File: config.mk
export PLATFORM = sky130hd
export DESIGN_NAME = falu_seq
export DESIGN_NICKNAME = d
export VERILOG_FILES = /design/src/rtl/falu_seq.sv
export SDC_FILE = /design/constraint.sdc
export NUM_CORES = 1
export LEC_CHECK = 0
export ABC_AREA = 1
export CAP_MARGIN = 10
export CORE_MARGIN = 3
export CORE_UTILIZATION = 50
export DETAILED_ROUTE_END_ITERATION = 10
export GPL_ROUTABILITY_DRIVEN = 0
export MAX_ROUTING_LAYER = met4
export PLACE_DENSITY = 0.76
export SLEW_MARGIN = 20
export SYNTH_ARGS = -nofsm -noshare
export SYNTH_HDL_FRONTEND = slang
export SYNTH_SLANG_ARGS = --single-unit
File: constraint.sdc
create_clock -name clk -period 6.9 [get_ports clk]
set_input_delay 1.38 -clock clk [delete_from_list [all_inputs] [get_ports clk]]
set_output_delay 1.38 -clock clk [all_outputs]
set_load 0.02 [all_outputs]
File: src/rtl/falu_seq.sv
// falu_seq: multi-cycle floating-point add/sub/mul/div with valid/ready handshakes.
// One operation in flight; flush-to-zero on inputs and results; round toward zero.
module falu_seq #(
    parameter int unsigned EXP_W = 5,
    parameter int unsigned MAN_W = 10
) (
    input  logic                 clk,
    input  logic                 rst_n,
    input  logic                 in_valid,
    output logic                 in_ready,
    input  logic [EXP_W+MAN_W:0] a,
    input  logic [EXP_W+MAN_W:0] b,
    input  logic [1:0]           op,
    output logic                 out_valid,
    input  logic                 out_ready,
    output logic [EXP_W+MAN_W:0] result,
    output logic [3:0]           flags
);

    localparam int unsigned W     = 1 + EXP_W + MAN_W;
    localparam int unsigned AW    = MAN_W + 3;       // carry, hidden, fraction, guard
    localparam int unsigned QW    = MAN_W + 2;       // quotient bits / divider iterations
    localparam int unsigned NW    = 2 * MAN_W + 2;   // normaliser width (full product)
    localparam int unsigned E2    = EXP_W + 2;       // signed exponent width, no wrap
    localparam int unsigned LZ_W  = $clog2(NW + 1);
    localparam int unsigned CNT_W = $clog2(QW + 1);

    localparam logic [1:0] OP_ADD = 2'b00;
    localparam logic [1:0] OP_SUB = 2'b01;
    localparam logic [1:0] OP_MUL = 2'b10;
    localparam logic [1:0] OP_DIV = 2'b11;

    localparam logic [W-1:0] QNAN =
        {1'b0, {EXP_W{1'b1}}, {MAN_W{1'b0}}} | (W'(1) << (MAN_W - 1));
    localparam logic signed [E2-1:0] BIAS    = E2'((1 << (EXP_W - 1)) - 1);
    localparam logic signed [E2-1:0] EXP_MAX = E2'((1 << EXP_W) - 1);

    // flag bit positions
    localparam int unsigned F_INV = 3;
    localparam int unsigned F_DBZ = 2;
    localparam int unsigned F_OVF = 1;
    localparam int unsigned F_UNF = 0;

    typedef enum logic [2:0] {StIdle, StUnpack, StExec, StNorm, StDone} state_e;

    function automatic logic [W-1:0] inf_of(input logic s);
        return {s, {EXP_W{1'b1}}, {MAN_W{1'b0}}};
    endfunction

    function automatic logic [W-1:0] zero_of(input logic s);
        return {s, {(W - 1){1'b0}}};
    endfunction

    state_e                state_q;
    logic [W-1:0]          a_q, b_q;
    logic [1:0]            op_q;
    logic                  sa_q, sb_q, sp_q;
    logic [EXP_W-1:0]      ea_q, eb_q;
    logic [MAN_W:0]        ma_q, mb_q;
    logic                  spec_q;
    logic [W-1:0]          spec_res_q;
    logic [3:0]            spec_flags_q;
    logic [NW-1:0]         man_q;
    logic signed [E2-1:0]  exp_q;
    logic                  sign_q;
    logic [QW-1:0]         rem_q, quo_q;
    logic [CNT_W-1:0]      cnt_q;

    // ------------------------------------------------------------------
    // Unpack: field split, hidden bit, flush of subnormals, classification
    // ------------------------------------------------------------------
    logic [EXP_W-1:0] a_exp, b_exp;
    logic [MAN_W-1:0] a_frac, b_frac;
    logic             a_zero, b_zero, a_inf, b_inf, a_nan, b_nan, a_snan, b_snan;
    logic [MAN_W:0]   u_ma, u_mb;
    logic             u_sa, u_sb, u_sp;

    assign a_exp  = a_q[W-2 -: EXP_W];
    assign b_exp  = b_q[W-2 -: EXP_W];
    assign a_frac = a_q[MAN_W-1:0];
    assign b_frac = b_q[MAN_W-1:0];

    // exponent field zero covers both true zero and subnormals (flushed)
    assign a_zero = (a_exp == '0);
    assign b_zero = (b_exp == '0);
    assign a_inf  = (a_exp == '1) && (a_frac == '0);
    assign b_inf  = (b_exp == '1) && (b_frac == '0);
    assign a_nan  = (a_exp == '1) && (a_frac != '0);
    assign b_nan  = (b_exp == '1) && (b_frac != '0);
    assign a_snan = a_nan && !a_frac[MAN_W-1];
    assign b_snan = b_nan && !b_frac[MAN_W-1];

    assign u_ma = a_zero ? '0 : {1'b1, a_frac};
    assign u_mb = b_zero ? '0 : {1'b1, b_frac};
    assign u_sa = a_q[W-1];
    // subtraction is addition of the negated b
    assign u_sb = b_q[W-1] ^ (op_q == OP_SUB);
    assign u_sp = a_q[W-1] ^ b_q[W-1];

    logic             u_spec;
    logic [W-1:0]     u_spec_res;
    logic [3:0]       u_spec_flags;

    // Special-operand classification; these results bypass the arithmetic
    always_comb begin
        u_spec       = 1'b0;
        u_spec_res   = '0;
        u_spec_flags = '0;
        if (a_nan || b_nan) begin
            u_spec              = 1'b1;
            u_spec_res          = QNAN;
            u_spec_flags[F_INV] = a_snan || b_snan;
        end else begin
            unique case (op_q)
                OP_ADD, OP_SUB: begin
                    if (a_inf && b_inf) begin
                        u_spec = 1'b1;
                        if (u_sa != u_sb) begin
                            u_spec_res          = QNAN;
                            u_spec_flags[F_INV] = 1'b1;
                        end else begin
                            u_spec_res = inf_of(u_sa);
                        end
                    end else if (a_inf) begin
                        u_spec     = 1'b1;
                        u_spec_res = inf_of(u_sa);
                    end else if (b_inf) begin
                        u_spec     = 1'b1;
                        u_spec_res = inf_of(u_sb);
                    end
                end
                OP_MUL: begin
                    if ((a_inf && b_zero) || (a_zero && b_inf)) begin
                        u_spec              = 1'b1;
                        u_spec_res          = QNAN;
                        u_spec_flags[F_INV] = 1'b1;
                    end else if (a_inf || b_inf) begin
                        u_spec     = 1'b1;
                        u_spec_res = inf_of(u_sp);
                    end else if (a_zero || b_zero) begin
                        u_spec     = 1'b1;
                        u_spec_res = zero_of(u_sp);
                    end
                end
                OP_DIV: begin
                    if ((a_zero && b_zero) || (a_inf && b_inf)) begin
                        u_spec              = 1'b1;
                        u_spec_res          = QNAN;
                        u_spec_flags[F_INV] = 1'b1;
                    end else if (a_inf) begin
                        u_spec     = 1'b1;
                        u_spec_res = inf_of(u_sp);
                    end else if (b_inf) begin
                        u_spec     = 1'b1;
                        u_spec_res = zero_of(u_sp);
                    end else if (b_zero) begin
                        u_spec              = 1'b1;
                        u_spec_res          = inf_of(u_sp);
                        u_spec_flags[F_DBZ] = 1'b1;
                    end else if (a_zero) begin
                        u_spec     = 1'b1;
                        u_spec_res = zero_of(u_sp);
                    end
                end
            endcase
        end
    end

    // ------------------------------------------------------------------
    // Execute: aligned add/sub, full product, one restoring divide step
    // ------------------------------------------------------------------
    logic                 a_ge_b;
    logic [EXP_W-1:0]     big_e, small_e, exp_diff;
    logic [MAN_W:0]       big_m, small_m;
    logic                 big_s;
    logic [AW-1:0]        big_ext, small_ext, add_sum;
    logic [NW-1:0]        add_v, mul_v;
    logic                 div_ge;
    logic [QW-1:0]        rem_d, quo_d;
    logic signed [E2-1:0] exec_e;
    logic                 exec_s;

    // Datapath for the EXEC state
    always_comb begin
        a_ge_b    = {ea_q, ma_q} >= {eb_q, mb_q};
        big_e     = a_ge_b ? ea_q : eb_q;
        small_e   = a_ge_b ? eb_q : ea_q;
        big_m     = a_ge_b ? ma_q : mb_q;
        small_m   = a_ge_b ? mb_q : ma_q;
        big_s     = a_ge_b ? sa_q : sb_q;
        exp_diff  = big_e - small_e;
        big_ext   = {1'b0, big_m, 1'b0};
        // bits shifted past the guard are simply dropped
        small_ext = {1'b0, small_m, 1'b0} >> exp_diff;
        add_sum   = (sa_q != sb_q) ? big_ext - small_ext : big_ext + small_ext;
        // hidden-bit position lands on NW-2, carry on NW-1
        add_v     = NW'(add_sum) << (NW - AW);

        mul_v     = NW'(ma_q) * NW'(mb_q);

        div_ge    = rem_q >= QW'(mb_q);
        rem_d     = (div_ge ? rem_q - QW'(mb_q) : rem_q) << 1;
        quo_d     = {quo_q[QW-2:0], div_ge};

        unique case (op_q)
            OP_MUL: begin
                exec_e = E2'(ea_q) + E2'(eb_q) - BIAS;
                exec_s = sp_q;
            end
            OP_DIV: begin
                exec_e = E2'(ea_q) - E2'(eb_q) + BIAS;
                exec_s = sp_q;
            end
            default: begin
                exec_e = E2'(big_e);
                exec_s = big_s;
            end
        endcase
    end

    // ------------------------------------------------------------------
    // Normalise: leading-one detect, exponent adjust, truncate, pack
    // ------------------------------------------------------------------
    logic [NW-1:0]        norm_v;
    logic [LZ_W-1:0]      lz;
    logic signed [E2-1:0] norm_e;
    logic [MAN_W-1:0]     norm_frac;
    logic [W-1:0]         norm_res;
    logic [3:0]           norm_flags;

    // Value convention: leading one at NW-2 means exponent exp_q unchanged
    always_comb begin
        norm_v = (op_q == OP_DIV) ? (NW'(quo_q) << (NW - QW - 1)) : man_q;
        lz = '0;
        for (int i = 0; i < NW; i++) begin
            if (norm_v[i]) lz = LZ_W'(NW - 1 - i);
        end
        norm_e    = exp_q + E2'(1) - E2'(lz);
        norm_frac = MAN_W'((norm_v << lz) >> (NW - 1 - MAN_W));

        norm_res   = '0;
        norm_flags = '0;
        if (spec_q) begin
            norm_res   = spec_res_q;
            norm_flags = spec_flags_q;
        end else if (norm_v == '0) begin
            // exact zero sum: +0 unless both addends were -0
            norm_res = zero_of(sa_q & sb_q);
        end else if (norm_e >= EXP_MAX) begin
            norm_res          = inf_of(sign_q);
            norm_flags[F_OVF] = 1'b1;
        end else if (norm_e[E2-1] || (norm_e == '0)) begin
            norm_res          = zero_of(sign_q);
            norm_flags[F_UNF] = 1'b1;
        end else begin
            norm_res = {sign_q, norm_e[EXP_W-1:0], norm_frac};
        end
    end

    // ------------------------------------------------------------------
    // Control FSM with registered handshake outputs and datapath state
    // ------------------------------------------------------------------
    always_ff @(posedge clk) begin
        if (!rst_n) begin
            state_q      <= StIdle;
            in_ready     <= 1'b1;
            out_valid    <= 1'b0;
            result       <= '0;
            flags        <= '0;
            a_q          <= '0;
            b_q          <= '0;
            op_q         <= OP_ADD;
            sa_q         <= 1'b0;
            sb_q         <= 1'b0;
            sp_q         <= 1'b0;
            ea_q         <= '0;
            eb_q         <= '0;
            ma_q         <= '0;
            mb_q         <= '0;
            spec_q       <= 1'b0;
            spec_res_q   <= '0;
            spec_flags_q <= '0;
            man_q        <= '0;
            exp_q        <= '0;
            sign_q       <= 1'b0;
            rem_q        <= '0;
            quo_q        <= '0;
            cnt_q        <= '0;
        end else begin
            unique case (state_q)
                StIdle: begin
                    if (in_valid && in_ready) begin
                        a_q      <= a;
                        b_q      <= b;
                        op_q     <= op;
                        in_ready <= 1'b0;
                        state_q  <= StUnpack;
                    end
                end
                StUnpack: begin
                    sa_q         <= u_sa;
                    sb_q         <= u_sb;
                    sp_q         <= u_sp;
                    ea_q         <= a_exp;
                    eb_q         <= b_exp;
                    ma_q         <= u_ma;
                    mb_q         <= u_mb;
                    spec_q       <= u_spec;
                    spec_res_q   <= u_spec_res;
                    spec_flags_q <= u_spec_flags;
                    rem_q        <= QW'(u_ma);
                    quo_q        <= '0;
                    cnt_q        <= '0;
                    state_q      <= StExec;
                end
                StExec: begin
                    exp_q  <= exec_e;
                    sign_q <= exec_s;
                    if (op_q == OP_DIV) begin
                        // specials still iterate so latency stays fixed per op
                        rem_q <= rem_d;
                        quo_q <= quo_d;
                        cnt_q <= cnt_q + CNT_W'(1);
                        if (cnt_q == CNT_W'(QW - 1)) state_q <= StNorm;
                    end else begin
                        man_q   <= (op_q == OP_MUL) ? mul_v : add_v;
                        state_q <= StNorm;
                    end
                end
                StNorm: begin
                    result    <= norm_res;
                    flags     <= norm_flags;
                    out_valid <= 1'b1;
                    state_q   <= StDone;
                end
                StDone: begin
                    if (out_ready) begin
                        out_valid <= 1'b0;
                        flags     <= '0;
                        in_ready  <= 1'b1;
                        state_q   <= StIdle;
                    end
                end
                default: state_q <= StIdle;
            endcase
        end
    end

endmodule

==> impl_metrics.env, run 1 <==
export IMPL_die_width_um=180
export IMPL_layout_drive_gt1_share_pct=4.24
export IMPL_dp_hpwl_mm=32.8
export IMPL_rsz0062_at_grt="no"
export IMPL_syn_area_per_cell_um2=6.81
export IMPL_synth_edff_count=0
export IMPL_antenna_found_initial=0
export IMPL_cts_max_path_buffers=2
export IMPL_hold_path_class="flip-flop to flip-flop"
export IMPL_finalSetupViolCount=0
export IMPL_grt_pass1_vias=14212
export IMPL_avgRoutedWirePerCell_um=16.0
export IMPL_path_class="flip-flop to flip-flop"
export IMPL_hold_ws_ns=0.462
export IMPL_dp_cells=2600
export IMPL_numCtsBuffers=17
export IMPL_ys_flop_type="dfxtp_1"
export IMPL_cts_max_level=4
export IMPL_cts_hold_buffers=0
export IMPL_synth_seq_cells=158
export IMPL_n_fill_cell=2782
export IMPL_track_usage_pct=26.4
export IMPL_utilization_pct=55.7
export IMPL_crit_slowest_cell="dfxtp_1"
export IMPL_tightest_slew_ns=0.811
export IMPL_synthDistinctLibCells=58
export IMPL_grt_overflow_total=0
export IMPL_cp_start_kind="flip-flop"
export IMPL_start_util_pct=51.0
export IMPL_syn_inst=2226
export IMPL_critical_path_top_delay_family="adder cells"
export IMPL_seq_area_frac_synth_pct=20.9
export IMPL_ios=60
export IMPL_fin_cells=2632
export IMPL_path_depth=25
export IMPL_relSlewSlack_pct=45.9
export IMPL_critical_path_max_fanout=15
export IMPL_synth_top_area_share_pct=20.9
export IMPL_syn_nets=2495
export IMPL_cts_tree="yes"
export IMPL_totalWireLength_mm=42.2
export IMPL_skew_ns=0.0121
export IMPL_core_mm2=0.0297
export IMPL_hold_viol_final=0
export IMPL_drt_pass1_iterations=6
export IMPL_netlist_area_mm2=0.0152
export IMPL_ys_warnings_count=0
export IMPL_insertion_delay_ns=0.45
export IMPL_hold_path_depth=2
export IMPL_r2r_cells=25
export IMPL_cts_clk_slew_worst_paths_ns=0.07
export IMPL_dr_total_vias=14747
export IMPL_drc_errors=0
export IMPL_p_total_mw=4.82
export IMPL_fp_row_count=63
export IMPL_crit_buf_inv=4
export IMPL_critPathMaxStageDelay_ns=0.77
export IMPL_slew_viol_final=0
export IMPL_layout_area_overhead_vs_synth_pct=9.28
export IMPL_dieArea_mm2=0.0324
export IMPL_die_h_um=180
export IMPL_cp_required_ns=7.25
export IMPL_async_flop_share_pct=0
export IMPL_status="finished clean"
export IMPL_end_kind="flip-flop"
export IMPL_ir_drop_mv=0.253
export IMPL_nets=2499
export IMPL_cts_root_buffer="clkbuf_16"
export IMPL_maxCapViolations=0
export IMPL_drt_iter0_drc=1486
export IMPL_grt_pass1_wl_mm=69.4
export IMPL_powerDensity_mw_per_mm2=291
export IMPL_synth_area_leaders="dfxtp_1 21%, nand2_1 13%, ha_1 12%"
export IMPL_synth_area_leader_cell="dfxtp_1"
export IMPL_num_antenna_cells=0
export IMPL_finalSetupTns_ns=0
export IMPL_fin_crit_sh_pct=87.8
export IMPL_fmax_ghz=0.165
export IMPL_final_antenna_net_count=0
export IMPL_cp_data_arrival_time_ns=6.40
export IMPL_cts_sinks=158
export IMPL_grt_max_degree=81
export IMPL_power_leakage_nw=8.36
export IMPL_fin_crit_ns=6.05
export IMPL_avgViaCountPerCell=5.60
export IMPL_place_port_buffers=59
layer usage:
metal | track usage, % | routed length, um
met1 | 33.4 | 18200
met3 | 3.71 | 2920
met2 | 43.1 | 19500
met5 | - | 0
met4 | 10.4 | 1550
state kept, by name (all words and copies together) (netlist names), 5 cells and up:
signal	cells
eb_q	5
rem_q	12
man_q	22
exp_q	7
mb_q	11
result	16
a_q	16
ma_q	11
b_q	16
quo_q	12
ea_q	5
cell type report:
class                           instances  area (um^2)  share of cell area (%)
Inverter                              366         1370                    8.30
Multi-Input combinational cell       1611        10200                    61.8
Sequential cell                       158         3160                    19.1
Clock buffer                           18          439                    2.65
Timing Repair Buffer                   76          713                    4.31
Clock inverter                         13          155                   0.937
Tap cell                              390          488                    2.95
synthesized netlist by cell type (3+ instances only):
cell type / n
nand3_2: 4
o31ai_1: 8
clkbuf_1: 70
buf_4: 5
nor2_1: 103
xnor2_1: 10
nor4_1: 11
fa_1: 86
a31oi_1: 18
a21oi_1: 201
nand2_2: 13
dfxtp_1: 158
nand2_1: 523
nand3_4: 3
o21ai_0: 155
o21ai_1: 6
and3_1: 3
nand2_4: 3
o21bai_1: 7
o21a_1: 5
nor3_1: 13
buf_2: 12
a32o_1: 5
or2_2: 5
buf_6: 4
nand3_1: 172
inv_2: 5
inv_1: 359
o211ai_1: 14
ha_1: 145
nand4_1: 24
o22ai_1: 17
xor2_1: 24
report_power, final:
part           switching, mW  internal (mW)
sequential            0.0664          0.983
clock                  0.422          0.549
combinational           1.90          0.898
stage by stage:
| stage | area, um^2 | worst slack, ns |
|---|---|---|
| 6_report | 16600 | 0.845 |
| 5_1_grt | 16600 | 0.139 |
| 4_1_cts | 16500 | 0.702 |
| 2_1_floorplan | 15200 | 1.37 |
| 3_3_place_gp | 16000 | 0.937 |
| 3_5_place_dp | 16000 | 0.737 |
cells by family (layout without fill, tap and decap cells):
group,count (synthesis),count (layout),share of synthesized area (%)
xor+xnor,34,34,1.97
compound gates,458,458,16.7
mux,2,2,0.157
flops,158,158,20.9
simple gates,885,886,25.2
fa+ha+maj,231,231,23.3
buf+inv,458,473,11.8
tightest hold or removal path, delay by kind of cell (launching register included):
family / cells / cell delay, ns
flops: 1 / 0.31
simple gates: 1 / 0.06
compound gates: 1 / 0.05
path summary, 6_finish.rpt:
kind | from | to | slack [ns]
worst min-delay path | out_valid$_SDFFE_PN0P_ | out_valid$_SDFFE_PN0P_ | 0.46
worst max-delay path | ma_q[1]$_SDFFE_PN0P_ | man_q[19]$_SDFFE_PN0P_ | 0.85
worst max register to register | ma_q[1]$_SDFFE_PN0P_ | man_q[19]$_SDFFE_PN0P_ | 0.85
worst min register to register | out_valid$_SDFFE_PN0P_ | out_valid$_SDFFE_PN0P_ | 0.46
what timing repair did:
| action | in CTS | in global routing |
|---|---|---|
| resized for setup | 0 | 1 |
| setup endpoints to repair | 0 | 2 |
| setup buffers | 0 | 0 |
layout by cell type (no fill, tap or decap), types with 5 or more instances in the layout:
cell type and n:
nor3_1 11, o22ai_1 17, inv_2 5, a32o_1 5, a21oi_1 201, nor4_1 11, ha_1 145, o21ai_1 6
o21ai_0 155, o21bai_1 7, clkbuf_16 17, nand3_1 172, fa_1 86, or2_2 5, xor2_1 24, o211ai_1 14
a31oi_1 18, nand2_2 13, nand3_2 5, o21a_1 5, xnor2_1 10, inv_1 358, nand2_1 523, o31ai_1 8
dfxtp_1 158, clkdlybuf4s50_1 58, nor2_1 103, nand4_1 24, buf_4 17
Note: power is estimated with default switching activity, not from simulation.
==> run 2: changes to the inputs <==
CAP_MARGIN = not set   (was 10)
SETUP_SLACK_MARGIN = 0.4   (was not set)
==> run 2 against run 1 <==
Against the previous run:
- hold slack hardly changed
- sequential cell count unchanged
- cell area is 0.12% higher
- critical path type unchanged
- largest cell class unchanged
==> impl_metrics.env, run 2 (synthesized netlist as in run 1, its figures left out) <==
export IMPL_fin_area_mm2=0.0166
export IMPL_grt_pass1_wl_mm=69.4
export IMPL_dp_cells=2600
export IMPL_start_util_pct=51.0
export IMPL_p_seq_share_pct=21.7
export IMPL_cts_root_buffer="clkbuf_16"
export IMPL_path_depth=26
export IMPL_power_leakage_nw=8.37
export IMPL_die_width_um=180
export IMPL_status="finished clean"
export IMPL_numCtsBuffers=17
export IMPL_insertion_delay_ns=0.45
export IMPL_grt_overflow_total=0
export IMPL_finalSetupTns_ns=0
export IMPL_worstReg2RegStart="ma_q[5]$_SDFFE_PN0P_"
export IMPL_num_antenna_cells=0
export IMPL_endpoint="man_q[19]$_SDFFE_PN0P_"
export IMPL_drt_pass1_iterations=6
export IMPL_cts_hold_buffers=0
export IMPL_final_common_cell="nand2_1"
export IMPL_cts_sinks=158
export IMPL_finalSetupViolCount=0
export IMPL_cp_data_arrival_time_ns=6.37
export IMPL_r2r_end="man_q[19]$_SDFFE_PN0P_"
export IMPL_nets=2500
export IMPL_fp_row_count=63
export IMPL_path_class="flip-flop to flip-flop"
export IMPL_dr_total_vias=14806
export IMPL_drc_errors=0
export IMPL_fin_crit_sh_pct=87.3
export IMPL_critPathMaxStageDelay_ns=0.69
export IMPL_end_kind="flip-flop"
export IMPL_cts_max_path_buffers=2
export IMPL_worstSetupStartpoint="ma_q[5]$_SDFFE_PN0P_"
export IMPL_avgRoutedWirePerCell_um=16.0
export IMPL_powerDensity_mw_per_mm2=291
export IMPL_drt_iter0_drc=1547
export IMPL_utilization_pct=55.8
export IMPL_ios=60
export IMPL_layout_area_overhead_vs_synth_pct=9.41
export IMPL_critical_path_top_delay_family="adder cells"
export IMPL_critical_path_max_fanout=14
export IMPL_hold_viol_final=0
export IMPL_dp_hpwl_mm=32.8
export IMPL_power_switching_mw=2.39
export IMPL_antenna_found_initial=0
export IMPL_totalWireLength_mm=42.2
export IMPL_die_h_um=180
export IMPL_crit_buf_inv=5
export IMPL_place_port_buffers=59
export IMPL_crit_slowest_cell="dfxtp_1"
export IMPL_cp_required_ns=7.25
export IMPL_cts_max_level=4
export IMPL_switching_share_pct=49.6
export IMPL_layout_drive_gt1_share_pct=4.68
export IMPL_cts_clk_slew_worst_paths_ns=0.07
export IMPL_cts_tree="yes"
export IMPL_r2r_cells=26
export IMPL_fin_crit_ns=6.02
export IMPL_final_antenna_net_count=0
export IMPL_core_mm2=0.0297
export IMPL_grt_max_degree=81
export IMPL_avgViaCountPerCell=5.62
export IMPL_clockPowerShare_pct=20.1
export IMPL_ir_drop_mv=0.253
export IMPL_slew_viol_final=0
export IMPL_r2r_slack_ns=0.88
export IMPL_fin_cells=2633
export IMPL_track_usage_pct=26.4
export IMPL_hold_path_class="flip-flop to flip-flop"
export IMPL_cp_start_kind="flip-flop"
export IMPL_p_int_mw=2.43
export IMPL_final_cell_mix="523 x nand2_1, 358 x inv_1, 201 x a21oi_1, 172 x nand3_1, 155 x o21ai_0"
export IMPL_dieArea_mm2=0.0324
export IMPL_place_area_mm2=0.0160
export IMPL_tightest_slew_ns=0.824
export IMPL_fmax_ghz=0.166
export IMPL_largest_reg_flops=22
export IMPL_maxCapViolations=0
export IMPL_skew_ns=0.0142
export IMPL_rsz0062_at_grt="no"
export IMPL_top_register="man_q"
export IMPL_comb_power_share_pct=58.1
export IMPL_relSlewSlack_pct=45.0
export IMPL_grt_pass1_vias=14212
[run 2: worst min-delay path by stage]
stage,from,endpoint,depth (start not counted)
floorplan,man_q[5]$_SDFFE_PN0P_,man_q[5]$_SDFFE_PN0P_,2
global placement,out_valid$_SDFFE_PN0P_,out_valid$_SDFFE_PN0P_,2
detailed placement,out_valid$_SDFFE_PN0P_,out_valid$_SDFFE_PN0P_,2
CTS,result[5]$_SDFFE_PN0P_,result[5]$_SDFFE_PN0P_,2
global route,man_q[9]$_SDFFE_PN0P_,man_q[9]$_SDFFE_PN0P_,2
finish,out_valid$_SDFFE_PN0P_,out_valid$_SDFFE_PN0P_,2
[run 2: worst register-to-register path, stage by stage (launching register included)]
cell,delay [ns]
dfxtp_1,0.69
ha_1,0.24
inv_1,0.05
fa_1,0.50
fa_1,0.49
inv_1,0.06
fa_1,0.54
inv_1,0.06
fa_1,0.52
inv_1,0.05
fa_1,0.48
ha_1,0.37
nand2_1,0.10
nor4_1,0.33
a21o_1,0.20
nand3_1,0.07
nand2_1,0.08
nand2_1,0.07
nand3_1,0.07
o21ai_0,0.12
or2_2,0.31
nand2_1,0.06
a21oi_1,0.08
nor2_1,0.10
o22ai_1,0.08
o21ai_0,0.13
inv_1,0.05
[run 2: per-stage QoR]
step | worst slack [ns] | power [mW] | hold slack [ns]
floorplan | 1.37 | 3.21 | 0.430
global placement | 0.937 | 3.70 | 0.449
detailed placement | 0.737 | 3.76 | 0.454
CTS | 0.702 | 4.74 | 0.464
global route | 0.414 | 5.23 | 0.488
finish | 0.877 | 4.83 | 0.462
[run 2: cell type report]
class	instances	area, um^2
Fill cell	2778	13100
Multi-Input combinational cell	1611	10200
Sequential cell	158	3170
Inverter	366	1370
Timing Repair Buffer	77	721
Tap cell	390	488
Clock buffer	18	439
Clock inverter	13	155
[run 2: metal layers]
layer  GRT usage (%)  share of wire, %  vias to the layer above  wire length [um]
met5               -                 0                        -                 0
met4            10.4               3.6                        0              1530
met3            3.71               7.2                      100              3050
met2            43.1                46                      615             19600
met1            33.4                43                     6847             18100
li1                -                 -                     7244                 -
[run 2: what timing repair did]
action,CTS,global route
endpoints found under the setup margin,0,6
resized for setup,0,10
setup buffers,0,1
[run 2: power by group through the flow]
stage          clock network, mW  registers [mW]  logic (mW)
2_1_floorplan                  0            1.04        2.16
6_report                   0.972            1.05        2.81
3_5_place_dp                   0            1.07        2.69
5_1_grt                     1.02            1.06        3.15
4_1_cts                    0.981            1.05        2.71
3_3_place_gp                   0            1.06        2.64
==> RTL change: new RTL, config.mk and constraints of run 2 <==
Change the parameter `EXP_W` from 5 to 6.
--- a/src/rtl/falu_seq.sv
+++ b/src/rtl/falu_seq.sv
@@ -3,3 +3,3 @@
 module falu_seq #(
-    parameter int unsigned EXP_W = 5,
+    parameter int unsigned EXP_W = 6,
     parameter int unsigned MAN_W = 10
Interface: changed (resized a, b and result); port bits go from 60 to 63. The function was not compared with the original's and may differ.
==> RTL change against run 2 <==
  * Clock power grew 6%
  * Design area increased by 3.1%
  * Sequential cell count up 6
  * Area after synthesis grew 2.7%
  * Total power increased by 26%
  * Hold slack improved by 0.00099 ns
  * Wire length up 0.77%
  * Setup slack got worse by 0.024 ns
  * Critical endpoint is now man_q[20]
==> RTL change: results (changes against run 2) <==
fill count=2773 (-0.18%); Net count, final=2590 (+3.6%); Tightest Pin Transition=0.896 ns (+0.0722 ns); Seq/Total Area, Yosys=0.211 (+0.00223); first-pass GRT wire length=70600 µm (+1.8%); final wirelength=42600 µm (+0.77%); synth cell count leaders=nand2_1 (544), inv_1 (382), a21oi_1 (199); FF-to-FF Start=ma_q[2]; status=finished, final reports clean; drt initial violations=1405 (-9.2%); Final Skew=0.0163 ns (+0.00212 ns); vias in the first global route=14701 (+3.4%); Cells after DPL=2684 (+3.2%); leakage power=8.66 nW (+3.5%); largest net degree at the start of global routing=74 (-8.6%); post-synthesis xor/xnor area fraction=0.0196 (-0.0000343); vias per inst=5.63 (about the same); Synth Area in Compound Gates=0.169 (+0.00203); HPWL Detailed=33300 µm (+1.4%); Buffers on Ports=62 (+5.1%); HP Start=result[8]; Cells after Synth=2308 (+3.7%); share of layout cells above drive strength 1=0.0473 (+0.000439); count of cell types in the netlist=53 (-8.6%); synth top area cells=dfxtp_1 (21%), nand2_1 (13%), ha_1 (12%); dpl cell area=16400 µm² (+3.0%); drt wl/cell=15.7 µm (-2.4%)
RTL change: cell types whose count changed after synthesis, moves of 5 or more:
cell | before | now
nor4_1 | 11 | 6
nand2_1 | 523 | 544
clkbuf_1 | 70 | 77
dfxtp_1 | 158 | 164
nor2_1 | 103 | 125
nand3_1 | 172 | 153
nor3_1 | 13 | 18
o221ai_1 | 1 | 6
o21ai_0 | 155 | 178
inv_1 | 359 | 382
RTL change: metal layers:
layer / up-vias / share of wire / GRT usage
li1: 7468 / - / -
met1: 7116 / 0.42 / 0.319
met2: 602 / 0.48 / 0.453
met3: 107 / 0.064 / 0.0353
met4: 0 / 0.030 / 0.0908
met5: - / 0 / -
RTL change: final timing paths:
check                            endpoint  slack, ns  cells past startpoint
worst max-delay path            man_q[20]       0.85                     27
worst min-delay path            result[8]       0.46                      2
worst max register to register  man_q[20]       0.85                     27
worst min register to register  result[8]       0.46                      2
RTL change: where the power goes:
part | internal [mW] | switching (mW) | total [mW]
clock | 0.591 | 0.436 | 1.03
combinational | 1.27 | 2.64 | 3.91
sequential | 1.06 | 0.108 | 1.17
total | 2.92 | 3.19 | 6.11
RTL change: cells by family after synthesis:
logic type | Yosys count
compound gates | 477
xor+xnor | 34
fa+ha+maj | 235
buf+inv | 486
flops | 164
simple gates | 912
RTL change: metrics by stage:
stage	utilization	setup slack [ns]
floorplan	-	1.36
global placement	0.544	1.03
detailed placement	0.544	0.837
CTS	0.565	0.847
global route	0.566	0.400
finish	0.566	0.853
RTL change: area by class of cell:
cell class                 instances  area [µm²]  area share
clock inverter                    14         190      0.0111
clock buffer                      18         439      0.0257
multi-input combinational       1658       10400       0.610
timing repair buffer              86         796      0.0466
sequential                       164        3290       0.192
inverter                         388        1460      0.0854
tap                              390         488      0.0286
RTL change: worst max-delay path, stage by stage, from the launching register on:
cell and delay [ns]:
dfxtp_1 0.75, nand2_1 0.15, fa_1 0.48, fa_1 0.54
inv_1 0.05, fa_1 0.53, inv_1 0.06, fa_1 0.54
inv_1 0.06, fa_1 0.51, ha_1 0.37, nand2_1 0.10
nor2_1 0.05, nand2_1 0.06, o211ai_1 0.07, a31o_2 0.24
a31oi_1 0.21, o21ai_0 0.15, nand2_1 0.10, nand2_1 0.05
a21oi_1 0.19, nor2_1 0.07, o21ai_0 0.15, nand2_1 0.09
o21ai_0 0.17, nand3_1 0.09, nand2_1 0.06, inv_1 0.04
RTL change: timing repair:
item                       CTS  global route
setup buffers                0             2
setup endpoints to repair    0             4
resized for setup            0             7
